[config.mk]
export PLATFORM = sky130hd
export DESIGN_NAME = keypad_scanner_flat
export DESIGN_NICKNAME = d
export VERILOG_FILES = /design/src/rtl/keypad_scanner_if.sv /design/src/rtl/keypad_scanner.sv /design/src/flat_wrapper.sv
export SDC_FILE = /design/constraint.sdc
export NUM_CORES = 1
export LEC_CHECK = 0
export BUFFER_PORTS_ARGS = -buffer_cell sky130_fd_sc_hd__buf_4
export CAP_MARGIN = 30
export CORE_MARGIN = 2
export CORE_UTILIZATION = 45
export DETAILED_ROUTE_END_ITERATION = 8
export RECOVER_POWER = 100
export SLEW_MARGIN = 20
export SYNTH_ARGS = -nofsm -noshare
export SYNTH_HDL_FRONTEND = slang
export SYNTH_SLANG_ARGS = --single-unit
export TNS_END_PERCENT = 100
[constraint.sdc]
create_clock -name i_clk -period 3.4 [get_ports i_clk]
set_clock_uncertainty 0.15 [all_clocks]
set_input_delay 0 -clock i_clk [delete_from_list [all_inputs] [get_ports i_clk]]
set_output_delay 0 -clock i_clk [all_outputs]
set_load 0.02 [all_outputs]
[src/rtl/keypad_scanner_if.sv]
// Keypad pin and key-event bundle between the board matrix and the lock datapath.
// The master side is the scanner; the slave side is the board/consumer.
interface keypad_scanner_if;
   logic [3:0] i_rows;
   logic [3:0] o_cols;
   logic [3:0] o_digit;
   logic       o_digit_valid;
   logic       o_confirm;
   logic       o_clear;
   logic [3:0] o_key_code;
   logic       o_key_held;

   modport master (
      input  i_rows,
      output o_cols, o_digit, o_digit_valid, o_confirm,
      output o_clear, o_key_code, o_key_held
   );

   modport slave (
      output i_rows,
      input  o_cols, o_digit, o_digit_valid, o_confirm,
      input  o_clear, o_key_code, o_key_held
   );
endinterface

[src/rtl/keypad_scanner.sv]
// 4x4 matrix keypad scanner with press/release debounce.
// Emits one-cycle digit / confirm / clear pulses per accepted key.
module keypad_scanner #(
   parameter int CLK_IN         = 50_000_000,
   parameter int SCAN_HZ        = 1_000,
   parameter int DEBOUNCE_TICKS = 4
) (
   input logic              i_clk,
   input logic              i_reset,
   keypad_scanner_if.master kp
);
   localparam int TICK_DIV = CLK_IN / SCAN_HZ;
   localparam int TW = (TICK_DIV > 1) ? $clog2(TICK_DIV) : 1;
   localparam int CW = $clog2(DEBOUNCE_TICKS + 1);
   localparam logic [CW-1:0] CMAX = CW'(DEBOUNCE_TICKS);
   // nibble {r,c} of this word is the key code at row r, column c
   localparam logic [63:0] KEY_LUT = 64'hDF0E_C987_B654_A321;

   typedef enum logic [1:0] {SCAN, DEBOUNCE, HELD} state_t;

   state_t        state, state_nx;
   logic [3:0]    rows_m, rows_s;
   logic [TW-1:0] tcnt;
   logic          tick;
   logic [CW-1:0] cnt, cnt_nx, rcnt, rcnt_nx;
   logic [1:0]    row, row_nx, row_low, col;
   logic [3:0]    cols, cols_nx, cols_rot;
   logic          any_low, accept, release_key;
   logic [3:0]    code;
   logic          digit_nx, confirm_nx, clear_nx;

   assign tick     = (tcnt == TW'(TICK_DIV - 1));
   assign any_low  = ~&rows_s;
   assign cols_rot = {cols[2:0], cols[3]};
   assign kp.o_cols = cols;

   always_comb begin
      row_low = 2'd0;
      for (int i = 3; i >= 0; i--)
         if (!rows_s[i]) row_low = 2'(i);
   end

   always_comb begin
      case (cols)
         4'b1101: col = 2'd1;
         4'b1011: col = 2'd2;
         4'b0111: col = 2'd3;
         default: col = 2'd0;
      endcase
   end

   // with a single-tick debounce the key is accepted straight from SCAN
   always_comb begin
      logic [1:0] r;
      r    = (state == SCAN) ? row_low : row;
      code = KEY_LUT[{r, col, 2'b00} +: 4];
   end

   always_ff @(posedge i_clk or posedge i_reset) begin
      if (i_reset) begin
         rows_m <= 4'h0;
         rows_s <= 4'h0;
         tcnt   <= '0;
         state  <= SCAN;
         cnt    <= '0;
         rcnt   <= '0;
         row    <= 2'd0;
         cols   <= 4'b1110;
      end else begin
         rows_m <= kp.i_rows;
         rows_s <= rows_m;
         tcnt   <= tick ? '0 : tcnt + TW'(1);
         state  <= state_nx;
         cnt    <= cnt_nx;
         rcnt   <= rcnt_nx;
         row    <= row_nx;
         cols   <= cols_nx;
      end
   end

   always_comb begin
      state_nx    = state;
      cnt_nx      = cnt;
      rcnt_nx     = rcnt;
      row_nx      = row;
      cols_nx     = cols;
      accept      = 1'b0;
      release_key = 1'b0;
      if (tick) begin
         unique case (state)
            SCAN: begin
               if (any_low) begin
                  row_nx = row_low;
                  cnt_nx = CW'(1);
                  if (cnt_nx == CMAX) begin
                     accept   = 1'b1;
                     rcnt_nx  = '0;
                     state_nx = HELD;
                  end else begin
                     state_nx = DEBOUNCE;
                  end
               end else begin
                  cols_nx = cols_rot;
               end
            end
            DEBOUNCE: begin
               if (!rows_s[row]) begin
                  cnt_nx = (cnt == CMAX) ? cnt : cnt + CW'(1);
                  if (cnt_nx == CMAX) begin
                     accept   = 1'b1;
                     rcnt_nx  = '0;
                     state_nx = HELD;
                  end
               end else begin
                  cnt_nx   = '0;
                  cols_nx  = cols_rot;
                  state_nx = SCAN;
               end
            end
            HELD: begin
               if (any_low) rcnt_nx = '0;
               else rcnt_nx = (rcnt == CMAX) ? rcnt : rcnt + CW'(1);
               if (rcnt_nx == CMAX) begin
                  release_key = 1'b1;
                  cols_nx     = cols_rot;
                  state_nx    = SCAN;
               end
            end
            default: state_nx = SCAN;
         endcase
      end
   end

   always_comb begin
      digit_nx   = accept && (code < 4'd10);
      confirm_nx = accept && (code == 4'd15);
      clear_nx   = accept && (code == 4'd14);
   end

   always_ff @(posedge i_clk or posedge i_reset) begin
      if (i_reset) begin
         kp.o_digit       <= 4'd0;
         kp.o_digit_valid <= 1'b0;
         kp.o_confirm     <= 1'b0;
         kp.o_clear       <= 1'b0;
         kp.o_key_code    <= 4'd0;
         kp.o_key_held    <= 1'b0;
      end else begin
         kp.o_digit_valid <= digit_nx;
         kp.o_confirm     <= confirm_nx;
         kp.o_clear       <= clear_nx;
         if (accept) begin
            kp.o_key_code <= code;
            kp.o_key_held <= 1'b1;
            if (digit_nx) kp.o_digit <= code;
         end else if (release_key) begin
            kp.o_key_held <= 1'b0;
         end
      end
   end
endmodule

[src/flat_wrapper.sv]
// flat-port wrapper written by rule: the top's interface ports become plain ports
module keypad_scanner_flat 
#(
   parameter int CLK_IN         = 50_000_000,
   parameter int SCAN_HZ        = 1_000,
   parameter int DEBOUNCE_TICKS = 4
)
  (i_clk, i_reset, kp_i_rows, kp_o_cols, kp_o_digit, kp_o_digit_valid, kp_o_confirm, kp_o_clear, kp_o_key_code, kp_o_key_held);
  keypad_scanner_if kp_i ();
  input logic i_clk;
  input logic i_reset;
  input wire logic [$bits(kp_i.i_rows)-1:0] kp_i_rows;
  output wire logic [$bits(kp_i.o_cols)-1:0] kp_o_cols;
  output wire logic [$bits(kp_i.o_digit)-1:0] kp_o_digit;
  output wire logic [$bits(kp_i.o_digit_valid)-1:0] kp_o_digit_valid;
  output wire logic [$bits(kp_i.o_confirm)-1:0] kp_o_confirm;
  output wire logic [$bits(kp_i.o_clear)-1:0] kp_o_clear;
  output wire logic [$bits(kp_i.o_key_code)-1:0] kp_o_key_code;
  output wire logic [$bits(kp_i.o_key_held)-1:0] kp_o_key_held;
  assign kp_i.i_rows = kp_i_rows;
  assign kp_o_cols = kp_i.o_cols;
  assign kp_o_digit = kp_i.o_digit;
  assign kp_o_digit_valid = kp_i.o_digit_valid;
  assign kp_o_confirm = kp_i.o_confirm;
  assign kp_o_clear = kp_i.o_clear;
  assign kp_o_key_code = kp_i.o_key_code;
  assign kp_o_key_held = kp_i.o_key_held;
  keypad_scanner #(.CLK_IN(CLK_IN), .SCAN_HZ(SCAN_HZ), .DEBOUNCE_TICKS(DEBOUNCE_TICKS)) u_core (.i_clk(i_clk), .i_reset(i_reset), .kp(kp_i));
endmodule
-- Word level (Yosys, flattened, before mapping)
Cells that the tools add are included.
- bits in registers: 50
- input bits: 6
- output and inout port bits: 16
- logic and storage cells: 93
- add/subtract/negate cells: 3
- $lt $le $gt $ge: 2
- eq/ne operators: 19
- shift-type cells: 1
- mux-type cells: 38
- bitwise logic cells: 1
- reduce and logical (&&, ||, !) cells: 15
- operators by type and width (kind ; number):
    variable part select 64 x 7 -> 4 bit (first input constant) ; 1
    two-way mux 3 bit ; 9
    two-way mux 2 bit ; 9
    adder 16 x 1 -> 16 bit (second input constant) ; 1
    equality test 16 bit (second input constant) ; 1
    equality test 4 bit (second input constant) ; 4
    two-way mux 16 bit ; 1
    equality test 3 bit (second input constant) ; 4
    two-way mux 4 bit ; 3
    case mux 2 bit (3 select lines) ; 2
    case mux 3 bit (2 select lines) ; 2
    case mux 4 bit (3 select lines) ; 1
    AND reduction 4 bit ; 3
    two-way mux 1 bit ; 10
    inequality test 2 x 1 -> 1 bit (second input constant) ; 4
    adder 3 x 1 -> 3 bit (second input constant) ; 2
    AND reduction 3 bit ; 2
    nonzero test 2 bit ; 3
    AND reduction 5 bit ; 1
    equality test 4 x 3 -> 1 bit (second input constant) ; 1
    less-than comparator 4 bit (second input constant) ; 1
    inequality test 2 bit (second input constant) ; 2
    logical AND 1 bit ; 3
    less-than comparator 2 x 3 -> 1 bit (second input constant) ; 1
    other kinds (8) ; 8

-- Logic depth before layout (Yosys ltp)
- depth after elaboration: 11
- gate-level depth with buffers: 10

-- Least setup slack after synthesis
Ideal clock, no wire load.
- kind: reg-to-reg
- start: register u_core.cols[3], in the netlist u_core.kp.o_cols[3]
- end: register u_core.kp.o_digit[0]
- arrival: 2446 ps
- data required time: 3122 ps
- path slack: 677 ps
- cell stages (with the launch flop): 10
- clock period less this slack: 2723 ps
- cell sequence: dfstp_2 > xor2_1 > and3_1 > inv_1 > ha_1 > mux2_2 > a211o_1 > nand2b_4 > a21oi_2 > mux2_1
- longest elaborated chain between the ends: 6
- ends and longest elaborated chain (element ; RTL line ; RTL):
    start: declaration ; keypad_scanner.sv:27 ; logic [3:0] cols, cols_nx, cols_rot;
    start signal: assignment ; keypad_scanner.sv:77 ; cols <= cols_nx;
    equality test 4 x 3 -> 1 bit / equality test 4 bit (equally long branches) ; keypad_scanner.sv:44 ; case (cols)
    case mux 2 bit (3 select lines) * ; keypad_scanner.sv:44 ;
    variable part select 64 x 7 -> 4 bit * ; keypad_scanner.sv:56 ; code = KEY_LUT[{r, col, 2'b00} +: 4];
    less-than comparator 4 bit * ; keypad_scanner.sv:135 ; digit_nx = accept && (code < 4'd10);
    logical AND 1 bit * ; keypad_scanner.sv:135 ;
    via u_core.digit_nx ; keypad_scanner.sv:30 ; logic digit_nx, confirm_nx, clear_nx;
    AND reduction 2 bit (no source line) * ; - ;
    end signal: assignment ; keypad_scanner.sv:155 ; if (digit_nx) kp.o_digit <= code;
    end: declaration ; keypad_scanner_if.sv:15 ; output o_cols, o_digit, o_digit_valid, o_confirm,
Mark *: on every way through the listed nets, which the timed path passes. The rest lies on a longest branch.
A chain may end at the register's enable or synchronous reset.

-- Final worst setup path
- start: register u_core.state[0]
- end: register u_core.kp.o_digit[0]
- longest elaborated chain between the ends: 6
- ends and longest elaborated chain (element ; RTL line ; RTL):
    start: declaration ; keypad_scanner.sv:21 ; state_t state, state_nx;
    start signal: assignment ; keypad_scanner.sv:73 ; state <= state_nx;
    zero test 2 bit ; keypad_scanner.sv:55 ; r = (state == SCAN) ? row_low : row;
    two-way mux 2 bit ; keypad_scanner.sv:55 ;
    variable part select 64 x 7 -> 4 bit ; keypad_scanner.sv:56 ;
    less-than comparator 4 bit ; keypad_scanner.sv:135 ;
    logical AND 1 bit * ; keypad_scanner.sv:135 ;
    via u_core.digit_nx ; keypad_scanner.sv:30 ;
    AND reduction 2 bit (no source line) * ; - ;
Marked as above.

==> results.md <==
- Final Hold Violating Endpoints: 0
- Post-synth EDFFs: 0
- Slew @ Worst Pin: 1.19 ns
- Max-slew headroom: 0.205
- Area share of the largest cell type after synthesis: 0.449
- DR iter-0 viols: 71
- Yosys reg bits: 50
- GRT Overall Usage: 0.158
- Initial Utilization: 0.470
- CTS tree: yes
- Switching power of the nets: 0.216 mW
- Final Routed Wirelength: 4.51 mm
- Clock Sinks: 50
- Clock latency on the worst-skew pair: 0.30 ns
- Post-synthesis async set-or-reset flop share: 1.00
- Via count: 1,810
- GP Congestion: 0.779
- DPL Wire Length: 3.38 mm
- Most frequent cells in the layout: 47 x dfrtp_1, 26 x nand2_1, 22 x nor2_1
- Root buf cell: clkbuf_8
- CP endpoint kind: flop
- Total Power: 0.978 mW
- Cell Int Power: 0.761 mW
- Vias per inst: 5.10
- Final ANT Viol Nets: 0
- Die area: 6450 um^2
- Max Freq: 323 MHz
- VDD IR max: 0.280 mV
- Buffers & Inverters on Critical Path: 1
- Cell family with most CP delay: compound AO/OA/AOI/OAI gates
- Clock transition at path regs: 0.10 ns
- Hold Path Class: reg2reg
- Crit path cell chain: inv_1 > ha_1 > nor2b_2 > a41oi_4 > mux2_2 > a211o_1 > nand2b_4 > a21oi_1 > mux2_1
- H-tree levels: 2
- Pre-antenna DRT Iters: 4
- Nets: 305
- Comb pwr share: 0.043
- Period Utilization, post-route: 0.911
- Buffers on Ports: 21
- ANT cells: 0
- Final setup vio count: 0
- Switching Fraction: 0.221
- Top cells by area, synth: dfrtp_1 45%, ha_1 8.1%, mux2_2 3.9%
- CP max-delay cell: ha_1
- Ports: 22
- Area taken by flip-flops and latches: 1250 um^2
- Netlist cell types: 51
- Clock share of power: 0.341
- Power per cell area: 335 nW/um^2
- First-pass GRT wire length: 7.94 mm
- Final slew viol count: 0
- Critical Path Start Type: flop
- # resized after CTS: 0
- FP Rows: 27
- Gr ovfl total: 0
- Worst EP required: 3.45 ns
- Syn-to-layout area delta: 11.3%
- Crit path time final: 3.10 ns
- WP data arrival: 3.14 ns
- Syn avg cell area: 10.4 um^2
- Antenna violations before repair: 0
- Clock Path Buffers: 2
- Maxcap violations: 0
- RSZ-0062 raised after global routing: false
- Share of the yosys chip area belonging to registers: 0.479
- DR DRC count: 0
- Status: finished clean
- Leakage: 1.33 nW
- Largest net degree at the start of global routing: 33
- Slowest stage delay, CP: 0.44 ns
- Setup TNS: 0 ns
- Synth Warn #: 0
- Chip height: 80.3 um
- Mapped cell area: 2620 um^2
- Setup CP Type: reg2reg
- Share of cells above drive strength 1: 0.110
- Synth Flop Type: dfrtp_1
- Syn nets: 275
- Area of the multi-input gates: 1260 um^2
- Core area: 5570 um^2
- DR WL/cell: 12.7 um
- Commonest non-fill, non-tap cell in the layout: dfrtp_1
- Area leader, netlist: dfrtp_1
- Crit-path max FO: 10
- CTS buffer count: 5
- Die width: 80.3 um
- # fillers: 524
- Vias in the first global route: 1,696
- Part of the power in registers: 0.616
- Mapped Cells: 252
## area by class of cell
cell class,count,share of cell area
repair buffers,27,0.0558
well taps,72,0.0309
multi-input cells,180,0.431
clock inverters,1,0.00258
inverters,18,0.0232
clock buffers,7,0.0262
flip-flops and latches,50,0.430
## synthesized netlist by cell type, drive strengths merged (3+ instances only)
| cell type | count |
|---|---|
| a21oi | 16 |
| a31oi | 5 |
| and3 | 3 |
| buf | 3 |
| dfrtp | 47 |
| dfstp | 3 |
| ha | 17 |
| inv | 18 |
| mux2 | 11 |
| mux2i | 3 |
| nand2 | 26 |
| nand2b | 3 |
| nand3 | 8 |
| nand4 | 6 |
| nor2 | 22 |
| nor2b | 5 |
| nor3 | 4 |
| nor3b | 3 |
| o21ai | 11 |
| xnor2 | 5 |
| xor2 | 8 |
## repair_timing
action,in CTS,in global routing
hold endpoints to repair,35,0
setup buffers,0,0
hold buffers,5,0
## power by group through the flow
stage	clock (mW)	sequential (mW)	combinational, mW
3_5_place_dp	0	0.615	0.0432
6_report	0.333	0.603	0.0418
5_1_grt	0.372	0.603	0.0480
3_3_place_gp	0	0.615	0.0389
2_1_floorplan	0	0.614	0.0280
4_1_cts	0.349	0.603	0.0481
## worst register-to-register path, stage by stage, from the launching register on
cell	delay [ns]
dfrtp_1	0.42
inv_1	0.12
ha_1	0.44
nor2b_2	0.11
a41oi_4	0.32
mux2_2	0.38
a211o_1	0.33
nand2b_4	0.15
a21oi_1	0.24
mux2_1	0.35
## path summary, 6_finish.rpt
path	slack, ns	end	cells after the start	startpoint
worst max-delay path	0.30	u_core.kp.o_digit[0]$_DFFE_PP0P_	9	u_core.state[0]$_DFFE_PP0P_
worst min-delay path	0.20	u_core.rows_s[1]$_DFF_PP0_	0	u_core.rows_m[1]$_DFF_PP0_
worst max register to register	0.30	u_core.kp.o_digit[0]$_DFFE_PP0P_	9	u_core.state[0]$_DFFE_PP0P_
worst min register to register	0.20	u_core.rows_s[1]$_DFF_PP0_	0	u_core.rows_m[1]$_DFF_PP0_
max in group asynchronous	1.23	u_core.rows_m[1]$_DFF_PP0_	4	i_reset
min in group asynchronous	0.42	u_core.cnt[1]$_DFFE_PP0P_	3	i_reset
## registers in the layout, summed over array words and instances (netlist names), 2 cells and up
| signal | flops |
|---|---|
| u_core.cnt | 3 |
| u_core.kp.o_cols | 4 |
| u_core.kp.o_digit | 4 |
| u_core.kp.o_key_code | 4 |
| u_core.rcnt | 3 |
| u_core.row | 2 |
| u_core.rows_m | 4 |
| u_core.rows_s | 4 |
| u_core.state | 2 |
| u_core.tcnt | 16 |
## per-layer routing
metal / up-vias / GRT usage / share of wire
met1: 852 / 0.236 / 0.52
met4: 0 / 0.0458 / 0.0053
li1: 930 / - / -
met2: 26 / 0.226 / 0.44
met5: - / 0 / 0
met3: 2 / 0.0371 / 0.030
## logic make-up after synthesis
kind of cell    count (synthesis)  share of synthesized area
buf+inv                        22                     0.0353
simple gates                   94                      0.187
compound gates                 41                      0.107
flops                          50                      0.479
fa+ha+maj                      17                     0.0812
xor+xnor                       13                     0.0435
mux                            15                     0.0673
## through the flow
| step | instance area, um^2 | utilization | hold slack (ns) | std cells | setup slack, ns |
|---|---|---|---|---|---|
| floorplan | 2620 | - | -0.119 | 252 | 0.677 |
| global placement | 2840 | 0.510 | -0.0408 | 341 | 0.472 |
| CTS | 3000 | 0.539 | 0.190 | 355 | 0.352 |
| detailed placement | 2870 | 0.515 | -0.0382 | 342 | 0.365 |
| global route | 2920 | 0.523 | 0.217 | 355 | 0.149 |
| finish | 2920 | 0.523 | 0.204 | 355 | 0.302 |
(Power assumes the default switching activity.)
